### config.mk
export PLATFORM = sky130hd
export DESIGN_NAME = apb_requester_mux
export DESIGN_NICKNAME = d
export VERILOG_FILES = /design/src/rtl/apb_requester_mux.sv
export SDC_FILE = /design/constraint.sdc
export NUM_CORES = 1
export LEC_CHECK = 0
export CAP_MARGIN = 0
export CORE_AREA = 2 2 120 122
export CTS_CLUSTER_SIZE = 14
export DETAILED_ROUTE_END_ITERATION = 12
export DIE_AREA = 0 0 122 124
export GPL_TIMING_DRIVEN = 0
export PLACE_DENSITY = 0.87
export SYNTH_ARGS = -nofsm -noshare
export SYNTH_HDL_FRONTEND = slang
export SYNTH_SLANG_ARGS = --single-unit
### constraint.sdc
create_clock -name clk -period 3.8 [get_ports clk]
set_input_delay 0.76 -clock clk [delete_from_list [all_inputs] [get_ports clk]]
set_output_delay 0.76 -clock clk [all_outputs]
set_load 0.01 [all_outputs]
### src/rtl/apb_requester_mux.sv
// Front-handshake to APB requester: address decode, SETUP/ACCESS with wait states, read mux.
// Zero-wait latency 3 cycles (+1 per PREADY-low); optional APB_TIMEOUT_EN aborts long waits.
module apb_requester_mux #(
  parameter int                    ADDR_WIDTH = 32,
  parameter int                    DATA_WIDTH = 32,
  parameter int                    NUM_COMP   = 4,
  parameter logic [ADDR_WIDTH-1:0] BASE_ADDR  = 'h1000_0000,
  parameter int                    SLOT_BITS  = 12,
  parameter int                    TIMEOUT    = 255
) (
  input  logic                           clk,
  input  logic                           reset,
  input  logic                           transfer,
  input  logic                           write,
  input  logic [ADDR_WIDTH-1:0]          addr,
  input  logic [DATA_WIDTH-1:0]          wdata,
  output logic [DATA_WIDTH-1:0]          rdata,
  output logic                           ready,
  output logic                           error,
  output logic [ADDR_WIDTH-1:0]          PADDR,
  output logic [NUM_COMP-1:0]            PSEL,
  output logic                           PENABLE,
  output logic                           PWRITE,
  output logic [DATA_WIDTH-1:0]          PWDATA,
  input  logic [NUM_COMP-1:0]            PREADY,
  input  logic [NUM_COMP*DATA_WIDTH-1:0] PRDATA,
  input  logic [NUM_COMP-1:0]            PSLVERR
);

  typedef enum logic [1:0] {IDLE, SETUP, ACCESS, DONE} state_t;

  state_t                  state, state_d;
  logic [NUM_COMP-1:0]     psel_d;
  logic                    penable_d, pwrite_d, ready_d, error_d;
  logic [ADDR_WIDTH-1:0]   paddr_d;
  logic [DATA_WIDTH-1:0]   pwdata_d, rdata_d;

  logic [ADDR_WIDTH-1:0]   offset, slot;
  logic                    hit;
  logic                    sel_ready, sel_err;
  logic [DATA_WIDTH-1:0]   sel_rdata;

  // Out-of-window addresses wrap in the subtraction, so the lower bound is checked separately.
  assign offset = addr - BASE_ADDR;
  assign slot   = offset >> SLOT_BITS;
  assign hit    = (addr >= BASE_ADDR) && (slot < ADDR_WIDTH'(NUM_COMP));

  // PSEL is one-hot and held through ACCESS, so it doubles as the return-path select.
  assign sel_ready = |(PREADY & PSEL);
  assign sel_err   = |(PSLVERR & PSEL);

  always_comb begin
    sel_rdata = '0;
    for (int i = 0; i < NUM_COMP; i++) begin
      if (PSEL[i]) sel_rdata = sel_rdata | PRDATA[i*DATA_WIDTH +: DATA_WIDTH];
    end
  end

`ifdef APB_TIMEOUT_EN
  localparam int TW = (TIMEOUT > 1) ? $clog2(TIMEOUT + 1) : 1;
  logic [TW-1:0] wait_cnt, wait_cnt_d;
`else
  logic unused_timeout;
  assign unused_timeout = ^TIMEOUT;
`endif

  always_comb begin
    state_d   = state;
    psel_d    = PSEL;
    penable_d = PENABLE;
    pwrite_d  = PWRITE;
    paddr_d   = PADDR;
    pwdata_d  = PWDATA;
    rdata_d   = rdata;
    error_d   = error;
    ready_d   = 1'b0;
`ifdef APB_TIMEOUT_EN
    wait_cnt_d = wait_cnt;
`endif
    case (state)
      IDLE: begin
        if (transfer) begin
          paddr_d  = addr;
          pwrite_d = write;
          pwdata_d = wdata;
          if (hit) begin
            psel_d  = NUM_COMP'(1) << slot;
            state_d = SETUP;
          end else begin
            error_d = 1'b1;
            rdata_d = '0;
            ready_d = 1'b1;
            state_d = DONE;
          end
        end
      end
      SETUP: begin
        penable_d = 1'b1;
        state_d   = ACCESS;
`ifdef APB_TIMEOUT_EN
        wait_cnt_d = '0;
`endif
      end
      ACCESS: begin
        if (sel_ready) begin
          psel_d    = '0;
          penable_d = 1'b0;
          error_d   = sel_err;
          rdata_d   = (!PWRITE && !sel_err) ? sel_rdata : '0;
          ready_d   = 1'b1;
          state_d   = DONE;
        end
`ifdef APB_TIMEOUT_EN
        else if (wait_cnt == TW'(TIMEOUT - 1)) begin
          psel_d    = '0;
          penable_d = 1'b0;
          error_d   = 1'b1;
          rdata_d   = '0;
          ready_d   = 1'b1;
          state_d   = DONE;
        end else begin
          wait_cnt_d = wait_cnt + 1'b1;
        end
`endif
      end
      DONE: begin
        error_d = 1'b0;
        rdata_d = '0;
        state_d = IDLE;
      end
      default: state_d = IDLE;
    endcase
  end

  always_ff @(posedge clk or posedge reset) begin
    if (reset) begin
      state   <= IDLE;
      PSEL    <= '0;
      PENABLE <= 1'b0;
      PWRITE  <= 1'b0;
      PADDR   <= '0;
      PWDATA  <= '0;
      rdata   <= '0;
      ready   <= 1'b0;
      error   <= 1'b0;
    end else begin
      state   <= state_d;
      PSEL    <= psel_d;
      PENABLE <= penable_d;
      PWRITE  <= pwrite_d;
      PADDR   <= paddr_d;
      PWDATA  <= pwdata_d;
      rdata   <= rdata_d;
      ready   <= ready_d;
      error   <= error_d;
    end
  end

`ifdef APB_TIMEOUT_EN
  always_ff @(posedge clk or posedge reset) begin
    if (reset) wait_cnt <= '0;
    else       wait_cnt <= wait_cnt_d;
  end
`endif

endmodule

* Yosys cells after proc, flatten, opt, wreduce, memory -nomap -nowiden
Cells that the tools add are included.
** Word-level totals
- Register bits after elaboration :: 106
- Input bits :: 204
- Output and inout port bits :: 104
- Word-level logic and storage cells :: 67
** Operators by class
- Add/subtract/negate cells :: 1
- $lt $le $gt $ge :: 2
- Eq/ne operators :: 7
- Shifts and indexed selects :: 1
- Multiplexer cells :: 27
- Bitwise gates (word level) :: 5
- Reduce and logical (&&, ||, !) cells :: 15
** Operators with widths (count)
- 32-bit two-way mux :: 8
- 32-bit bitwise OR :: 3
- 32-bit one-hot mux with 3 select lines :: 1
- 32-bit by 29-bit greater-or-equal comparator with 1-bit output (second input constant) :: 1
- 32-bit by 29-bit subtractor with 32-bit output (second input constant) :: 1
- 20-bit by 3-bit less-than comparator with 1-bit output (second input constant) :: 1
- 1-bit by 20-bit left shift with 4-bit output (first input constant) :: 1
- 4-bit two-way mux :: 3
- 4-bit bitwise AND :: 2
- 2-bit != test (second input constant) :: 4
- 2-bit one-hot mux with 4 select lines :: 1
- 4-bit one-hot mux with 2 select lines :: 1
- 4-bit AND reduction :: 2
- 4-bit OR reduction :: 2
- 1-bit two-way mux :: 7
- 2-bit two-way mux :: 3
- 2-bit AND reduction :: 3
- 2-bit == test (second input constant) :: 2
- 1-bit one-hot mux with 2 select lines :: 2
- 2-bit nonzero test :: 2
- 1-bit one-hot mux with 3 select lines :: 1
- 3-bit nonzero test :: 1
- 2-bit by 1-bit == test with 1-bit output (second input constant) :: 1
- 1-bit logical AND :: 2
- 2 further kinds :: 3

* Logic depth before layout (Yosys ltp)
- Depth in word-level cells :: 10
- Depth in mapped cells :: 8
- Mapped depth without buffers :: 7

* Worst setup path before layout
No wires, ideal clock.
- Path type :: input-to-reg
- Start point :: input addr[29]
- End point :: register rdata[0]
- Setup time :: 0.125 ns
- Arrival :: 2.226 ns
- Path slack :: 1.449 ns
- Cell stages on the path :: 8
- Path buffers :: 1
- Cells stage by stage :: inv_1 > ha_1 > and2_1 > a21oi_1 > o21ai_1 > a31oi_4 > buf_6 > mux2_4
** On the way
- Cells in the longest elaborated chain, start to end :: 5
- Elaborated cells between the ends (all ways) :: 6
- Classes of those cells :: add/sub (1); order compare (2); eq/ne (1); reduce/logical (2)
** RTL lines
- start: declaration :: line 15 : input logic [ADDR_WIDTH-1:0] addr,
- 32-bit by 29-bit subtractor with 32-bit output :: line 44 : assign offset = addr - BASE_ADDR;
- 20-bit by 3-bit less-than comparator with 1-bit output :: line 46 : assign hit = (addr >= BASE_ADDR) && (slot < ADDR_WIDTH'(NUM_COMP));
- 1-bit logical AND (*) :: line 46
- 2-bit != test (no line) (*)
- 4-bit AND reduction (no line) (*)
- end signal: assignment :: line 153 : rdata <= rdata_d;
- end: declaration :: line 17 : output logic [DATA_WIDTH-1:0] rdata,
Mark *: on every way between the ends. The rest lies on a longest branch, timed or not.
A chain may end at the register's enable or synchronous reset.

* Final worst setup path
- Start point :: input addr[28]
- End point :: register rdata[2]
Same word-level chain as after synthesis.

==> results.md <==
* Fraction of registers with async set/reset at 100%
* Outcome: completed
* Post-CTS Setup Inserts at 0
* Worst setup margin at 0.967 ns
* Area of the core at 13,700 µm²
* Die width at 122 µm
* Most frequent cells in the layout: 307 x clkdlybuf4s50_1, 106 x dfrtp_1, 70 x mux2_2, 66 x a22oi_1, 36 x a21oi_1
* CP Data Arrival Time at 3.06 ns
* IO Count at 308
* CTS sink cnt at 106
* Synth top area cells: dfrtp_1 52%, mux2_2 15%, a22oi_1 9.7%
* Buf/Inv on CP at 3
* Combinational power share at 45.8%
* Hold Violations, Final at 0
* Type of origin of the critical path: input port
* Initial antenna violation count at 2
* Sequential cell area at 2650 µm²
* RSZ-0062 raised after global routing: false
* CTS tree: built
* Ratio of cells with drive above 1 in the final layout at 18.2%
* Placed insts at 888
* Worst Tran Pin Value at 0.665 ns
* Sequential area share after synthesis at 51.7%
* Die area at 15,100 µm²
* Seq pwr share at 33.7%
* Hold Crit Class: reg -> reg
* Drt first pass iters at 4
* First-pass GRT wire length at 26,300 µm
* Worst Reg-to-Reg Cells at 6
* Cell taking the most area after synthesis: dfrtp_1
* EDFF count, synth at 0
* DRC viols at 0
* Area Overhead vs Synth at 71.5%
* FP Rows at 43
* Worst reg2reg path endpoint: PWDATA[21]
* FMAX at 353 MHz
* Initial DRC Count at 184
* Dpl cell area at 8460 µm²
* Setup Skew at 0.00836 ns
* Setup crit start: addr[28]
* Crit-path max FO at 10
* Crit path to: rdata[2]
* CTS root buffer: clkbuf_16
* Synthesized flop and latch total at 106
* Area share of the largest cell type after synthesis at 51.7%
* WHS Path Cells at 2
* Overflow after GRT at 0
* Distinct cells, synth at 36
* Min Tclk post-route at 2.83 ns
* DRT antenna net count at 0
* Pre-CTS worst setup slack at 0.618 ns
* Total CTS buffers at 9
* CP Capture Type: register
* Reg2reg start: state[1]
* Hpwl dp at 14,400 µm
* Max Slew Vio Count at 0
* Largest net degree at the start of global routing at 59
* Setup-failing EPs final at 0
* Most common cell after layout, fill and taps aside: clkdlybuf4s50_1
* Vias at 4,708
* Cell leakage power at 3.54 nW
* Vias in the first global route at 5,135
* Total power at 5.07 mW
* Clock Pin Slew Worst Setup and Hold Paths at 0.07 ns
* CP delay by family, top: buffers and inverters
* Main synth FF type: dfrtp_1
* Cell-internal power at 3.47 mW
* Worst-Skew Late Latency at 0.35 ns
* Syn avg cell area at 12.8 µm²
* # H-tree levels at 3
* Fin cells at 905
* Switching Share at 31.4%
* Net Switching at 1.59 mW
* Chip height at 124 µm
* Final nets at 930
* PwrDens at 576 nW/µm²
* Wire length per cell at 20.2 µm
* Reg-to-reg slack, setup at 1.54 ns
* Routed WL at 18,300 µm
* Synth Warn # at 0
* Vias per inst at 5.20
* Synthesized Nets at 611
* Fillers at 1,007
* Synthesized cell area at 5130 µm²
* Setup tns final at 0 ns
* Count of port buffers added during placement at 307
* Slowest stage delay, CP at 0.59 ns
* CP required at 4.03 ns
* Peak supply drop at 0.436 mV
* Synth Instances at 400
* Clock Path Buffers at 2
* Worst setup path class: in -> reg
* Hold_ws at 0.505 ns
* Area of the multi-input gates at 2310 µm²
* Cell Chain, Critical Path: clkdlybuf4s50_1 > inv_1 > ha_1 > and2_1 > a21oi_1 > o21ai_1 > a31oi_4 > buf_6 > mux2_4
* Layout Utilization at 64.1%
* GRT Util Overall at 23.0%
* Placer Congestion at 0.895
* Post-route cell area at 8800 µm²
* Max_cap viols at 0
* Hold Buf Count CTS at 0
* Critical Path Stages at 9
* Starting Density at 37.4%
* Clock share of power at 20.5%
* Post-CTS Resized at 0
* Slew HR at 55.7%
* Slowest-stage cell, CP: clkdlybuf4s50_1
* Period utilization at 74.6%
==> per-layer routing <==
layer	up-vias	global-route usage, %	wire (µm)
met5	-	0	14
met2	243	41.6	9290
met3	41	8.52	1840
met1	2275	23.2	6530
li1	2147	-	-
met4	2	11.6	619
==> sequential cells by signal, indices dropped and copies added, names as in the netlist <==
register / cells
PENABLE: 1
PSEL: 4
rdata: 32
PWRITE: 1
PWDATA: 32
ready: 1
state: 2
error: 1
PADDR: 32
==> power by group through the flow <==
stage	clock network, mW	registers (mW)	logic [mW]
6_report	1.04	1.71	2.32
3_3_place_gp	0	1.70	2.25
2_1_floorplan	0	1.87	0.954
3_5_place_dp	0	1.73	2.33
5_1_grt	1.10	1.75	2.46
4_1_cts	1.06	1.71	2.34
==> cell families after synthesis <==
| kind of cell | synth area share, % |
|---|---|
| AOI/OAI and AO/OA | 15.7 |
| DFF | 51.7 |
| muxes | 24.3 |
| buffers and inverters | 3.29 |
| and+or+nand+nor | 3.24 |
| adders and majority gates | 1.71 |
==> final cells by class <==
| class | instances | share of cell area, % |
|---|---|---|
| well taps | 180 | 2.56 |
| repair buffers | 308 | 35.2 |
| clock buffers | 10 | 2.72 |
| multi-input cells | 257 | 26.2 |
| diodes | 1 | 0.0284 |
| clock inverters | 6 | 1.11 |
| flip-flops and latches | 106 | 30.2 |
| inverters | 8 | 0.370 |
| plain buffers | 29 | 1.58 |
==> synth_stat cells, drive strengths merged (3+ instances only) <==
library cell and instances:
mux2 100, nor4 3, buf 14, dfrtp 106, o21ai 6, a22oi 66
ha 7, nand3 3, clkbuf 15, nand2 9, inv 8, a21oi 36
nor2 4
==> worst register-to-register path: stages (launching register included) <==
cell and delay, ns:
dfrtp_1 0.40, inv_1 0.10, ha_1 0.29, nand2_1 0.26, buf_2 0.32, buf_1 0.39
mux2_2 0.39
==> worst min-delay path by stage <==
stage	start	endpoint
2_1_floorplan	PENABLE	PENABLE
3_3_place_gp	PADDR[29]	PADDR[29]
3_5_place_dp	PADDR[9]	PADDR[9]
4_1_cts	PWDATA[1]	PWDATA[1]
5_1_grt	PWDATA[1]	PWDATA[1]
6_report	PADDR[29]	PADDR[29]
No activity file was read; power rests on OpenSTA's default activity.
